## config.mk

```make
export PLATFORM = sky130hd
export DESIGN_NAME = knap_enumerator
export DESIGN_NICKNAME = d
export VERILOG_FILES = /design/src/rtl/knap_pkg.sv /design/src/rtl/knap_gray_step.sv /design/src/rtl/knap_enumerator.sv
export SDC_FILE = /design/constraint.sdc
export NUM_CORES = 1
export LEC_CHECK = 0
export CORE_MARGIN = 2
export CORE_UTILIZATION = 25
export CTS_CLUSTER_DIAMETER = 120
export DETAILED_ROUTE_END_ITERATION = 12
export PLACE_DENSITY_LB_ADDON = 0.08
export SETUP_SLACK_MARGIN = 0.15
export SLEW_MARGIN = 0
export SYNTH_ARGS = -nofsm -noshare
export SYNTH_HDL_FRONTEND = slang
export SYNTH_HIERARCHICAL = 1
export SYNTH_SLANG_ARGS = --single-unit
```

## constraint.sdc

```tcl
create_clock -name clk -period 4.9 [get_ports clk]
set_clock_uncertainty 0.2 [all_clocks]
set_input_delay 1.225 -clock clk [delete_from_list [all_inputs] [get_ports clk]]
set_output_delay 1.225 -clock clk [all_outputs]
set_load 0.05 [all_outputs]
```

## src/rtl/knap_pkg.sv

```systemverilog
// Shared types for the knapsack selection enumerator: item record, FSM states, sum-width helper.
// Item fields are held at KNAP_W_MAX bits; the enumerator supports W up to that width.
package knap_pkg;

   localparam int KNAP_W_MAX = 16;

   typedef struct packed {
      logic [KNAP_W_MAX-1:0] value;
      logic [KNAP_W_MAX-1:0] weight;
      logic [KNAP_W_MAX-1:0] volume;
   } item_t;

   typedef enum logic [1:0] {
      IDLE,
      RUN,
      FIN
   } state_t;

   // Running sums of n items of w bits each cannot wrap at this width.
   function automatic int knap_sw(input int w, input int n);
      return w + $clog2(n);
   endfunction

endpackage

```

## src/rtl/knap_gray_step.sv

```systemverilog
// Gray-code step decoder: for step counter k, the bit to flip is ctz(k+1);
// dir is that bit's current value in sel (1 = item leaves the selection).
module knap_gray_step #(
   parameter int N_ITEMS = 12
) (
   input  logic [N_ITEMS-1:0]         k,
   input  logic [N_ITEMS-1:0]         sel,
   output logic [$clog2(N_ITEMS)-1:0] j,
   output logic                       dir
);

   localparam int IW = $clog2(N_ITEMS);

   logic [N_ITEMS-1:0] kp;
   logic               found;

   assign kp = k + N_ITEMS'(1);

   always_comb begin
      j     = '0;
      found = 1'b0;
      for (int unsigned i = 0; i < N_ITEMS; i++) begin
         if (kp[i] && !found) begin
            j     = IW'(i);
            found = 1'b1;
         end
      end
   end

   assign dir = sel[j];

endmodule

```

## src/rtl/knap_enumerator.sv

```systemverilog
// Walks all 2^N_ITEMS item selections in Gray order with incremental sums and streams the
// feasible ones on a valid/ready port. Define KNAP_BEST_EN to add best-value tracking outputs.
module knap_enumerator
   import knap_pkg::*;
#(
   parameter int N_ITEMS = 12,
   parameter int W       = 8,
   parameter int SW      = knap_sw(W, N_ITEMS)
) (
   input  logic                       clk,
   input  logic                       rst,
   input  logic                       cfg_we,
   input  logic [$clog2(N_ITEMS)-1:0] cfg_idx,
   input  logic [W-1:0]               cfg_value,
   input  logic [W-1:0]               cfg_weight,
   input  logic [W-1:0]               cfg_volume,
   input  logic [W-1:0]               min_value,
   input  logic [W-1:0]               max_weight,
   input  logic [W-1:0]               max_volume,
   input  logic                       start,
   output logic                       busy,
   output logic                       done,
   output logic                       sol_valid,
   input  logic                       sol_ready,
   output logic [N_ITEMS-1:0]         sol_sel,
   output logic [SW-1:0]              sol_value,
   output logic [N_ITEMS:0]           sol_count
`ifdef KNAP_BEST_EN
   ,
   output logic                       best_found,
   output logic [N_ITEMS-1:0]         best_sel,
   output logic [SW-1:0]              best_value
`endif
);

   localparam int IW = $clog2(N_ITEMS);

   state_t             state;
   item_t              tbl [N_ITEMS];
   item_t              item_j;
   logic [W-1:0]       lim_min;
   logic [W-1:0]       lim_w;
   logic [W-1:0]       lim_v;
   logic [SW-1:0]      sum_value;
   logic [SW-1:0]      sum_weight;
   logic [SW-1:0]      sum_volume;
   logic [SW-1:0]      nxt_value;
   logic [SW-1:0]      nxt_weight;
   logic [SW-1:0]      nxt_volume;
   logic [N_ITEMS-1:0] sel;
   logic [N_ITEMS-1:0] k;
   logic [IW-1:0]      j;
   logic               dir;
   logic               feasible;
   logic               stall;
   logic               last;

   knap_gray_step #(.N_ITEMS(N_ITEMS)) u_step (
      .k   (k),
      .sel (sel),
      .j   (j),
      .dir (dir)
   );

   assign item_j = tbl[j];

   always_comb begin
      feasible   = (sum_value >= SW'(lim_min)) && (sum_weight <= SW'(lim_w)) &&
                   (sum_volume <= SW'(lim_v));
      // A feasible candidate waits only if the slot is full and not draining this cycle.
      stall      = feasible && sol_valid && !sol_ready;
      last       = (k == '1);
      nxt_value  = dir ? sum_value  - SW'(item_j.value)  : sum_value  + SW'(item_j.value);
      nxt_weight = dir ? sum_weight - SW'(item_j.weight) : sum_weight + SW'(item_j.weight);
      nxt_volume = dir ? sum_volume - SW'(item_j.volume) : sum_volume + SW'(item_j.volume);
   end

   // Item table survives reset.
   always_ff @(posedge clk) begin
      if (state == IDLE && cfg_we && 32'(cfg_idx) < N_ITEMS) begin
         tbl[cfg_idx] <= '{value:  KNAP_W_MAX'(cfg_value),
                           weight: KNAP_W_MAX'(cfg_weight),
                           volume: KNAP_W_MAX'(cfg_volume)};
      end
   end

   always_ff @(posedge clk) begin
      if (rst) begin
         state      <= IDLE;
         busy       <= 1'b0;
         done       <= 1'b0;
         sol_valid  <= 1'b0;
         sol_sel    <= '0;
         sol_value  <= '0;
         sol_count  <= '0;
         sel        <= '0;
         k          <= '0;
         sum_value  <= '0;
         sum_weight <= '0;
         sum_volume <= '0;
         lim_min    <= '0;
         lim_w      <= '0;
         lim_v      <= '0;
`ifdef KNAP_BEST_EN
         best_found <= 1'b0;
         best_sel   <= '0;
         best_value <= '0;
`endif
      end else begin
         if (sol_valid && sol_ready) sol_valid <= 1'b0;
         case (state)
            IDLE: begin
               done <= 1'b0;
               if (start) begin
                  lim_min    <= min_value;
                  lim_w      <= max_weight;
                  lim_v      <= max_volume;
                  sum_value  <= '0;
                  sum_weight <= '0;
                  sum_volume <= '0;
                  sel        <= '0;
                  k          <= '0;
                  sol_count  <= '0;
                  busy       <= 1'b1;
                  state      <= RUN;
`ifdef KNAP_BEST_EN
                  best_found <= 1'b0;
                  best_sel   <= '0;
                  best_value <= '0;
`endif
               end
            end
            RUN: begin
               if (!stall) begin
                  if (feasible) begin
                     sol_valid <= 1'b1;
                     sol_sel   <= sel;
                     sol_value <= sum_value;
                     sol_count <= sol_count + (N_ITEMS+1)'(1);
`ifdef KNAP_BEST_EN
                     if (!best_found || sum_value > best_value) begin
                        best_found <= 1'b1;
                        best_sel   <= sel;
                        best_value <= sum_value;
                     end
`endif
                  end
                  if (last) begin
                     busy  <= 1'b0;
                     done  <= 1'b1;
                     state <= FIN;
                  end else begin
                     sel[j]     <= ~dir;
                     k          <= k + N_ITEMS'(1);
                     sum_value  <= nxt_value;
                     sum_weight <= nxt_weight;
                     sum_volume <= nxt_volume;
                  end
               end
            end
            FIN: begin
               done  <= 1'b0;
               state <= IDLE;
            end
            default: state <= IDLE;
         endcase
      end
   end

endmodule

```

==> flow_summary_export.csv <==
group,metric,value,unit
global_route,grt_first_pass_wirelength,82.47,mm
place,dp.cells,2648,
clock_tree,cts_root_buf,"clkbuf_16",
critical_path,critPathKind,"flop to flop",
clock_tree,cts_hold_buffers,0,
hold_path,hold_depth,2,
clock_tree,cts_sinks,414,
critical_path,critPathMaxFanout,8,
sta,final_hold_viol_count,0,
cells_and_area,drive_gt1_frac,0.2475,
cells_and_area,final_core_util,0.3269,
die,ios,97,
die,rows,100,
critical_path,cp-start-kind,"flop",
sta,setup_viol,0,
critical_path,worst-endpoint-arrival,5.00,ns
global_route,grt_pass1_vias,13070,
die,coreArea,74450,sq um
yosys,avgSynthCellArea,12.55,sq um
cells_and_area,nets,1869,
global_route,grtUsageTotal,0.1399,
sta,rsz0062_at_grt,"true",
clock_tree,cts_tree,"yes",
power_and_ir_drop,power_density,353.6,nW/um^2
global_route,top_usage_layer,"met2",
yosys,async_flop_share,0,
sta,fmax,0.2145,GHz
sta,post-route-min-period,4.662,ns
place,gp_congestion,0.7449,
sta,fin_crit_sh,0.9514,
flow_run,drv_cap,0,
global_route,use_met1,0.1974,
cells_and_area,regArea,11180,sq um
global_route,met2_usage,0.2224,
die,die_h,278.3,um
power_and_ir_drop,vdd_drop_max,249.1,uV
global_route,met3_usage,0.02309,
sta,slew_headroom,0.4311,
yosys,seq_area_frac_synth,0.5941,
route,drt_iter0_markers,747,
place,hpwl,35.90,mm
critical_path,rrSetupSlack,0.24,ns
clock_tree,clock_latency,0.61,ns
yosys,syn_nets,1620,
route,drcViolationCount,0,
hold_path,hp-class,"flop to flop",
clock_tree,clkTransAtPathRegs,0.05,ns
critical_path,r2r_cells,23,
yosys,synth_cell_types,77,
place,placed_area,22050,sq um
global_route,grt_max_degree,58,
die,dieArea,77430,sq um
place,io_buffers,96,
route,wl,54.47,mm
yosys,syn_inst,1498,
hold_path,hold_start,"sum_weight[0]$_SDFFE_PP0P_",
yosys,synth_edf_count,288,
die,start_util,0.2526,
global_route,antenna_found_initial,2,
route,ant_nets,0,
route,vias_per_cell,4.592,
cells_and_area,multi_input_area,7600,sq um
yosys,synth_warnings,6,
yosys,netlist_area,18800,sq um
status,status,"completed",
route,num_vias,12640,
sta,drv_slew,0,
critical_path,critPathRequiredTime,5.23,ns
power_and_ir_drop,p_leak,8.335,nW
cells_and_area,fill_cells,7390,
critical_path,r2r_end,"sum_volume[11]$_SDFFE_PP0P_",
clock_tree,cts_max_path_buffers,3,
yosys,synth_ff_type,"edfxtp_1",
route,post_drt_wl_per_cell,19.79,um
yosys,synth-seq-cells,414,
hold_path,whs_endpoint,"sum_weight[0]$_SDFFE_PP0P_",
critical_path,endpoint_kind,"flop",
cells_and_area,design_area,24340,sq um
clock_tree,htreeDepth,2,
cells_and_area,syn2layout_area_growth,29.42,%
critical_path,timing.rr.start,"k[11]$_SDFFE_PP0P_",
cells_and_area,fin_cells,2752,
clock_tree,cts_made_buffers,51,
sta,tightest_slew,0.8533,ns
route,firstDrtPassIters,4,
global_route,grt_overflow,0,
die,die_x,278.3,um
[timing repair]
item                       in CTS  in global routing
pin swaps                       5                 42
cloned                          0                  1
setup endpoints to repair      12                 16
gates resized for setup        25                 97
setup buffers                   0                 14
[stage by stage]
stage	hold WS [ns]	TNS, ns	setup slack [ns]	total power [mW]
floorplan	0.2319	0	0.1642	4.472
global placement	0.2394	-0.3165	-0.1600	4.860
detailed placement	0.2447	-0.4369	-0.1734	4.862
CTS	0.2512	0	0.1187	8.691
global route	0.2760	-0.03196	-0.03144	8.995
finish	0.2481	0	0.2383	8.606
[cells in the mapped netlist, drive strengths merged, types with 4 or more instances]
master | number | area [sq um]
and3 | 4 | 25.02
xor2 | 14 | 122.6
a22oi | 18 | 140.1
nand3 | 28 | 140.1
xnor2 | 38 | 332.8
nand2 | 202 | 765.7
nor3 | 22 | 142.6
o21a | 8 | 60.06
or2 | 8 | 50.05
nor2 | 93 | 351.6
a21o | 4 | 30.03
nor2b | 17 | 106.4
edfxtp | 288 | 8648
a31oi | 10 | 68.81
a2bb2oi | 14 | 122.6
or4 | 17 | 127.6
clkbuf | 45 | 168.9
mux2 | 7 | 78.82
o31ai | 6 | 45.04
ha | 62 | 775.7
buf | 26 | 166.4
nor4 | 5 | 46.29
mux4 | 70 | 1588
mux2i | 11 | 110.1
inv | 60 | 225.2
a221oi | 4 | 52.56
o21ai | 38 | 190.2
a2111oi | 8 | 70.07
dfxtp | 126 | 2522
a21oi | 139 | 699.4
or3 | 18 | 112.6
nand4 | 17 | 121.4
nand2b | 21 | 131.4
a41oi | 5 | 43.79
and2 | 5 | 31.28
[power by group]
| part | total [mW] | leakage, nW | switching [mW] | internal (mW) |
|---|---|---|---|---|
| Clock | 3.75 | 0.799 | 1.50 | 2.25 |
| Sequential | 3.83 | 3.62 | 0.0394 | 3.80 |
| Combinational | 1.02 | 3.91 | 0.540 | 0.484 |
[cells by family after synthesis]
kind of cell | share of synthesized area
AO/OA/AOI/OAI | 0.09455
AND/OR/NAND/NOR | 0.1184
adder cells (fa/ha/maj) | 0.04445
buffers and inverters | 0.02981
XOR/XNOR | 0.02422
flip-flops | 0.5941
multiplexers | 0.09448
[worst max-delay path, stage by stage, from the launching register on]
cell and delay (ns):
dfxtp_2 0.32, nand2b_4 0.11, a21boi_1 0.07, buf_4 0.15
a221oi_4 0.34, inv_4 0.13, buf_12 0.17, buf_12 0.14
mux4_2 0.43, a22o_1 0.23, a21oi_2 0.13, buf_6 0.16
a31oi_4 0.10, buf_6 0.15, nor2_4 0.12, xnor2_2 0.10
ha_1 0.38, a21oi_4 0.17, a21oi_4 0.05, a41oi_2 0.24
a21oi_2 0.11, xnor2_2 0.16, or3_1 0.31, a31oi_1 0.12
[sequential cells by signal (all words and copies together) (netlist names)]
signal      count
tbl           288
sum_volume     12
sol_count      13
lim_v           8
sol_valid       1
busy            1
sum_weight     12
sol_sel        12
done            1
state           2
sel            12
sol_value      12
lim_w           8
k              12
sum_value      12
lim_min         8
[layout by cell type, fill, tap and decap left out, types with 19 or more instances in the layout]
| cell type | netlist | layout |
|---|---|---|
| o21ai_0 | 37 | 29 |
| clkbuf_16 | 0 | 54 |
| clkdlybuf4s50_1 | 0 | 95 |
| inv_1 | 60 | 57 |
| edfxtp_1 | 288 | 288 |
| buf_4 | 1 | 151 |
| nand3_1 | 28 | 28 |
| xnor2_1 | 38 | 32 |
| dfxtp_1 | 126 | 118 |
| ha_1 | 62 | 60 |
| nand2_1 | 199 | 194 |
| a21oi_1 | 138 | 120 |
| mux4_2 | 67 | 70 |
| nand2b_1 | 21 | 19 |
| nor2_1 | 92 | 80 |
[area by class of cell]
type / instances / share of cell area
Sequential cell: 414 / 0.4594
Multi-Input combinational cell: 953 / 0.3123
Timing Repair Buffer: 267 / 0.1010
Clock buffer: 72 / 0.05907
Tap cell: 969 / 0.04982
Inverter: 60 / 0.009357
Clock inverter: 16 / 0.008997
Antenna cell: 1 / 0.0001028
[worst max path at each step]
stage          slack, ns                from  cells after the start                     endpoint
2_1_floorplan       0.16   k[8]$_SDFFE_PP0P_                     23   sum_value[11]$_SDFFE_PP0P_
3_3_place_gp       -0.16   k[9]$_SDFFE_PP0P_                     21  sum_volume[11]$_SDFFE_PP0P_
3_5_place_dp       -0.17   k[9]$_SDFFE_PP0P_                     21  sum_volume[11]$_SDFFE_PP0P_
4_1_cts             0.12  k[11]$_SDFFE_PP0P_                     21  sum_volume[11]$_SDFFE_PP0P_
5_1_grt            -0.03  k[11]$_SDFFE_PP0P_                     21   sum_value[11]$_SDFFE_PP0P_
6_report            0.24  k[11]$_SDFFE_PP0P_                     23  sum_volume[11]$_SDFFE_PP0P_
[per-layer routing]
layer,part of all wire,vias up
li1,-,6115
met3,0.036,62
met4,0.017,2
met5,0.00015,-
met2,0.46,186
met1,0.49,6271
(Power assumes the default switching activity.)
